===== config.mk =====
export PLATFORM = sky130hd
export DESIGN_NAME = prio_arbiter_rr_flat
export DESIGN_NICKNAME = d
export VERILOG_FILES = /design/src/rtl/prio_pkg.sv /design/src/rtl/prio_arbiter_rr_if.sv /design/src/rtl/prio_find_n.sv /design/src/rtl/prio_arbiter_rr.sv /design/src/flat_wrapper.sv
export SDC_FILE = /design/constraint.sdc
export NUM_CORES = 1
export LEC_CHECK = 0
export ABC_AREA = 1
export ABC_CLOCK_PERIOD_IN_PS = 3050
export BUFFER_PORTS_ARGS = -buffer_cell sky130_fd_sc_hd__clkbuf_2
export CORE_UTILIZATION = 32
export CTS_CLUSTER_DIAMETER = 100
export DETAILED_ROUTE_END_ITERATION = 10
export PLACE_DENSITY = 0.5
export SYNTH_ARGS = -nofsm -noshare
export SYNTH_HDL_FRONTEND = slang
export SYNTH_SLANG_ARGS = --single-unit

===== constraint.sdc =====
create_clock -name clk -period 3.05 [get_ports clk]
set_input_delay 0.1525 -clock clk [delete_from_list [all_inputs] [get_ports clk]]
set_output_delay 0.1525 -clock clk [all_outputs]
set_load 0.03 [all_outputs]

===== src/rtl/prio_pkg.sv =====
// prio_pkg: shared FSM state type and wrap-around downward search used by the arbiter.
package prio_pkg;
    typedef enum logic {IDLE, GRANT} state_t;

    // Returns {found, index}: first set bit of vec[n-1:0] scanning start, start-1, ..., 0, n-1, ...
    function automatic logic [5:0] find_down(input logic [31:0] vec, input logic [4:0] start, input int n);
        logic [5:0] r;
        int idx;
        r = '0;
        for (int k = 31; k >= 0; k--) begin
            if (k < n) begin
                idx = (int'(start) >= k) ? int'(start) - k : int'(start) + n - k;
                if (vec[idx]) r = {1'b1, idx[4:0]};
            end
        end
        return r;
    endfunction
endpackage


===== src/rtl/prio_arbiter_rr_if.sv =====
// prio_arbiter_rr_if: request/grant bundle between N requesters and the arbiter.
interface prio_arbiter_rr_if #(parameter int N = 8);
    localparam int W = $clog2(N);
    logic [N-1:0] req;
    logic         mode;
    logic         done;
    logic [N-1:0] grant;
    logic [W-1:0] y;
    logic         v;
    modport master (output req, mode, done, input grant, y, v);
    modport slave  (input req, mode, done, output grant, y, v);
endinterface


===== src/rtl/prio_find_n.sv =====
// prio_find_n: combinational search for the first set bit downward from i_start with wrap.
module prio_find_n
    import prio_pkg::*;
#(
    parameter int N = 8,
    localparam int W = $clog2(N)
) (
    input  logic [N-1:0] i_vec,
    input  logic [W-1:0] i_start,
    output logic         o_found,
    output logic [W-1:0] o_idx
);
    logic [31:0] w_vec;
    logic [5:0]  w_res;
    always_comb begin
        w_vec = '0;
        w_vec[N-1:0] = i_vec;
    end
    assign w_res   = find_down(w_vec, 5'(i_start), N);
    assign o_found = w_res[5];
    assign o_idx   = W'(w_res[4:0]);
endmodule


===== src/rtl/prio_arbiter_rr.sv =====
// prio_arbiter_rr: registered N-way arbiter, fixed or round-robin priority, grant held until release.
module prio_arbiter_rr
    import prio_pkg::*;
#(
    parameter int N = 8,
    localparam int W = $clog2(N)
) (
    input logic              clk,
    input logic              rst,
    prio_arbiter_rr_if.slave bus
);
    state_t       r_state, w_state;
    logic [N-1:0] r_grant, w_grant;
    logic [W-1:0] r_y, w_y, r_ptr, w_ptr, w_start, w_idx;
    logic         r_v, w_v, r_mode, w_mode, w_found, w_rel;

    assign w_start = bus.mode ? r_ptr : W'(N - 1);
    assign w_rel   = bus.done || !bus.req[r_y];

    prio_find_n #(.N(N)) u_find (
        .i_vec   (bus.req),
        .i_start (w_start),
        .o_found (w_found),
        .o_idx   (w_idx)
    );

    always_ff @(posedge clk or posedge rst) begin
        if (rst) begin
            r_state <= IDLE;
            r_grant <= '0;
            r_y     <= '0;
            r_v     <= 1'b0;
            r_ptr   <= W'(N - 1);
            r_mode  <= 1'b0;
        end else begin
            r_state <= w_state;
            r_grant <= w_grant;
            r_y     <= w_y;
            r_v     <= w_v;
            r_ptr   <= w_ptr;
            r_mode  <= w_mode;
        end
    end

    // r_mode remembers the mode a grant was won under, so a mode flip mid-grant cannot steer ptr
    always_comb begin
        w_state = r_state;
        w_grant = r_grant;
        w_y     = r_y;
        w_v     = r_v;
        w_ptr   = r_ptr;
        w_mode  = r_mode;
        if (r_state == IDLE) begin
            if (w_found) begin
                w_state = GRANT;
                w_grant = N'(1) << w_idx;
                w_y     = w_idx;
                w_v     = 1'b1;
                w_mode  = bus.mode;
            end
        end else if (w_rel) begin
            w_state = IDLE;
            w_grant = '0;
            w_y     = '0;
            w_v     = 1'b0;
            if (r_mode) w_ptr = (r_y == '0) ? W'(N - 1) : r_y - 1'b1;
        end
    end

    assign bus.grant = r_grant;
    assign bus.y     = r_y;
    assign bus.v     = r_v;

    a_onehot: assert property (@(posedge clk) disable iff (rst) $onehot0(r_grant));
    a_valid:  assert property (@(posedge clk) disable iff (rst) r_v == |r_grant);
    a_match:  assert property (@(posedge clk) disable iff (rst) !r_v || r_grant[r_y]);
    a_range:  assert property (@(posedge clk) disable iff (rst) 32'(r_y) < N);
endmodule

===== src/flat_wrapper.sv =====
// flat-port wrapper written by rule: the top's interface ports become plain ports
module prio_arbiter_rr_flat import prio_pkg::*;
#(
    parameter int N = 8,
    localparam int W = $clog2(N)
)
  (clk, rst, bus_req, bus_mode, bus_done, bus_grant, bus_y, bus_v);
  prio_arbiter_rr_if #(.N(N)) bus_i ();
  input logic clk;
  input logic rst;
  input wire logic [$bits(bus_i.req)-1:0] bus_req;
  input wire logic [$bits(bus_i.mode)-1:0] bus_mode;
  input wire logic [$bits(bus_i.done)-1:0] bus_done;
  output wire logic [$bits(bus_i.grant)-1:0] bus_grant;
  output wire logic [$bits(bus_i.y)-1:0] bus_y;
  output wire logic [$bits(bus_i.v)-1:0] bus_v;
  assign bus_i.req = bus_req;
  assign bus_i.mode = bus_mode;
  assign bus_i.done = bus_done;
  assign bus_grant = bus_i.grant;
  assign bus_y = bus_i.y;
  assign bus_v = bus_i.v;
  prio_arbiter_rr #(.N(N)) u_core (.clk(clk), .rst(rst), .bus(bus_i));
endmodule

==> qor.log <==
INFO  outcome        outcome=completed
INFO  yosys          netlist_area=0.00189mm²
INFO  min_path       hold_class=input pin to flip-flop
INFO  critical_path  critical_path.top_delay_family=simple AND/OR/NAND/NOR gates
INFO  cts            clock_tree.buffer_depth=2
INFO  detailed_routing drtIter0Drc=102
INFO  cts            clk_pin_slew=0.07ns
INFO  yosys          synth.avg_cell_area=6.44µm²
INFO  yosys          ys_seq_area_frac=0.227
INFO  yosys          postSynthNetCount=324
INFO  critical_path  cp.arrival=2.91ns
INFO  critical_path  timing.critical_path.from_type=flip-flop
INFO  final_layout   drive_gt1_frac=0.204
INFO  timing         slew-limit-headroom=0.554
INFO  grt            grt_usage=0.181
INFO  place          placed_cells=390
INFO  final_layout   nets=355
INFO  cts            cts_htree_levels=1
INFO  grt            grt_antenna_before_repair=0
INFO  cts            cts_tree=built
INFO  timing         min_period=2.76ns
INFO  grt            globalRoute.totalOverflow=0
INFO  final_layout   most-common-layout-cells=85 x nand2_1, 46 x nand3_1, 38 x inv_1
INFO  place          place_hpwl=4.16mm
INFO  place          gp_congestion=0.804
INFO  yosys          synthCells=293
INFO  timing         finClkSkew=0.00349ns
INFO  critical_path  critical-path-max-stage-delay=0.55ns
INFO  critical_path  critPathKind=flip-flop to flip-flop
INFO  critical_path  cell_with_the_largest_stage_delay_on_the_worst_path=dfstp_2
INFO  die            chipHeight=78.8µm
INFO  yosys          synth.area.mux_share=0
INFO  timing         hold_viol=0
INFO  critical_path  critical_path.cell_chain=inv_1, nand2_4, clkinv_2, ha_1, inv_1, ha_1, o21bai_1, ha_1, inv_1, nor2_4, nand3_2, nand2_1, nor2_1, nand3_2, nand2_4, nor2_1, nand2_2, inv_2, nand3_1, nand2_1
INFO  detailed_routing routed_via_density=4.79
INFO  yosys          yosys.area.top_type=dfrtp_1
INFO  pwr            power.ir.vdd_worst=0.498mV
INFO  grt            pin_count_of_the_biggest_net_entering_global_routing=18
INFO  die            coreArea=0.00561mm²
INFO  detailed_routing drc_errors=0
INFO  timing         maximum_clock_rate=363MHz
INFO  final_layout   insertedDiodeCount=0
INFO  pwr            pwr_density_cell=1020mW/mm²
INFO  detailed_routing dr.pass1.iters=7
INFO  yosys          synth_enable_flop_cells=0
INFO  die            die_w=78.8µm
INFO  yosys          yosys.cell_types.count=31
INFO  yosys          synth-seq-cells=17
INFO  yosys          yosysWarnings=0
INFO  yosys          synth-async-reset-ratio=1.00
INFO  yosys          synth_top_flop_cell=dfrtp_1
INFO  timing         slew_violations=0
INFO  detailed_routing wl=5.10mm
INFO  yosys          post_synth_fa_ha_maj_area_fraction=0.126
INFO  yosys          largest_family_of_logic_cells_by_synthesized_area=simple AND/OR/NAND/NOR gates
INFO  grt            first_global_vias=1794
INFO  die            placement_rows=27
INFO  detailed_routing postRouteAntennaNets=0
INFO  final_layout   areaGrowthSynthToFinish=14.7%
INFO  pwr            leakagePower=1.23nW
INFO  yosys          synth_xor_xnor_area_share=0
INFO  place          buffer_ports.inserted=23
INFO  detailed_routing via_count=1894
INFO  timing         setup_total_negative_slack=0ns
INFO  timing         setup_repair_after_global_routing_missed_its_margin=no
INFO  timing         worst_pin_slew=0.668ns
INFO  die            start_util=0.336
INFO  timing         final_min_period_over_clock_period=0.904
INFO  yosys          synth_top_cells_by_area=dfrtp_1 19%, nand2_1 17%, ha_1 13%
INFO  critical_path  critPathBufInv=5
INFO  timing         setup_viol=0
INFO  critical_path  crit_path_max_fanout=9
INFO  cts            clockRootBuffer=clkbuf_8
INFO  yosys          synth-compound-area-share=0.113
INFO  critical_path  element_type_at_the_critical_path_end=flip-flop
INFO  cts            tritoncts.num_buffers=3
INFO  detailed_routing routed_length_per_instance=12.9µm
INFO  final_layout   layout_commonest_cell=nand2_1
INFO  yosys          synth_simple_gate_area_frac=0.424
INFO  die            design.die.area=0.00621mm²
INFO  run            cap_viol_max_count=0
INFO  die            io-pin-count=24
INFO  cts            clk_latency=0.25ns
INFO  yosys          netlist.area_leader.share=0.186
INFO  grt            grt_first_pass_wirelength=8.69mm
INFO  critical_path  cp.required=3.20ns
INFO  cts            clkSinkCount=17
INFO  final_layout   post_layout_nonfiller_instances=395
[path summary, 6_finish.rpt]
check / startpoint / to / slack [ns] / cells after the start
worst max-delay path: u_core.r_ptr[1]$_DFFE_PP1P_ / u_core.bus.grant[2]$_DFFE_PP0P_ / 0.29 / 20
worst min-delay path: bus_done / u_core.r_state$_DFF_PP0_ / 0.23 / 3
min in group asynchronous: rst / u_core.bus.grant[1]$_DFFE_PP0P_ / 0.52 / 3
worst max register to register: u_core.r_ptr[1]$_DFFE_PP1P_ / u_core.bus.grant[2]$_DFFE_PP0P_ / 0.29 / 20
worst min register to register: u_core.bus.grant[3]$_DFFE_PP0P_ / u_core.bus.grant[3]$_DFFE_PP0P_ / 0.49 / 2
max in group asynchronous: rst / u_core.r_mode$_DFFE_PP0P_ / 2.10 / 3
[where the power goes]
part | switching, W | internal (W)
clock | 0.0000808 | 0.0000907
sequential | 0.0000767 | 0.000328
combinational | 0.00110 | 0.000521
total | 0.00126 | 0.000939
[stage by stage]
stage                util  total power [W]  setup WS (ns)  hold WS, ns  area [µm²]
finish              0.386          0.00220          0.292        0.235        2160
CTS                 0.384          0.00219          0.192        0.233        2160
detailed placement  0.374          0.00200          0.215        0.260        2100
floorplan               -          0.00162          0.441       0.0764        1890
global route        0.386          0.00247         0.0147        0.263        2160
global placement    0.374          0.00202          0.179        0.262        2100
[sequential cells by signal (all words and copies together), names as in the netlist]
signal,count
u_core.bus.y,3
u_core.bus.grant,8
u_core.r_state,1
u_core.r_ptr,3
u_core.r_mode,1
u_core.bus.v,1
[cells by family (layout without fill, tap and decap cells)]
kind of cell / Yosys count / after routing
and+or+nand+nor: 169 / 169
buffers and inverters: 51 / 81
adders and majority gates: 19 / 19
AOI/OAI and AO/OA: 37 / 37
DFF: 17 / 17
[tightest hold or removal path: cells and delay by family]
kind	cells	cell delay [ns]
AO/OA/AOI/OAI	1	0.08
buffers and inverters	1	0.07
AND/OR/NAND/NOR	1	0.14
[Yosys cell counts (all sizes together) (2+ instances only)]
cell type	n
a21oi	11
a31oi	2
buf	2
clkinv	2
dfrtp	14
dfstp	3
ha	19
inv	47
nand2	96
nand3	50
nand4	4
nor2	17
o21ai	15
o21bai	5
[layer usage]
metal	GRT usage	routed length (µm)	up-vias
met4	0.0500	52	0
met2	0.307	2330	31
met5	0	0	-
met3	0.0103	144	4
met1	0.248	2570	852
li1	-	-	1007
[final cells by class]
cell class,instances,area (µm²)
inverter,49,185
clock buffer,3,41.3
tap,72,90.1
fill,637,3440
multi-input combinational,225,1260
sequential,17,429
clock inverter,1,5.00
timing repair buffer,28,155
[repair_timing]
| action | 4_1_cts | 5_1_grt |
|---|---|---|
| endpoints found under the setup margin | 0 | 9 |
| hold endpoints to repair | 14 | 0 |
| buffers inserted | 0 | 0 |
| hold buffers | 1 | 0 |
| gates resized for setup | 0 | 2 |
(Power assumes the default switching activity.)
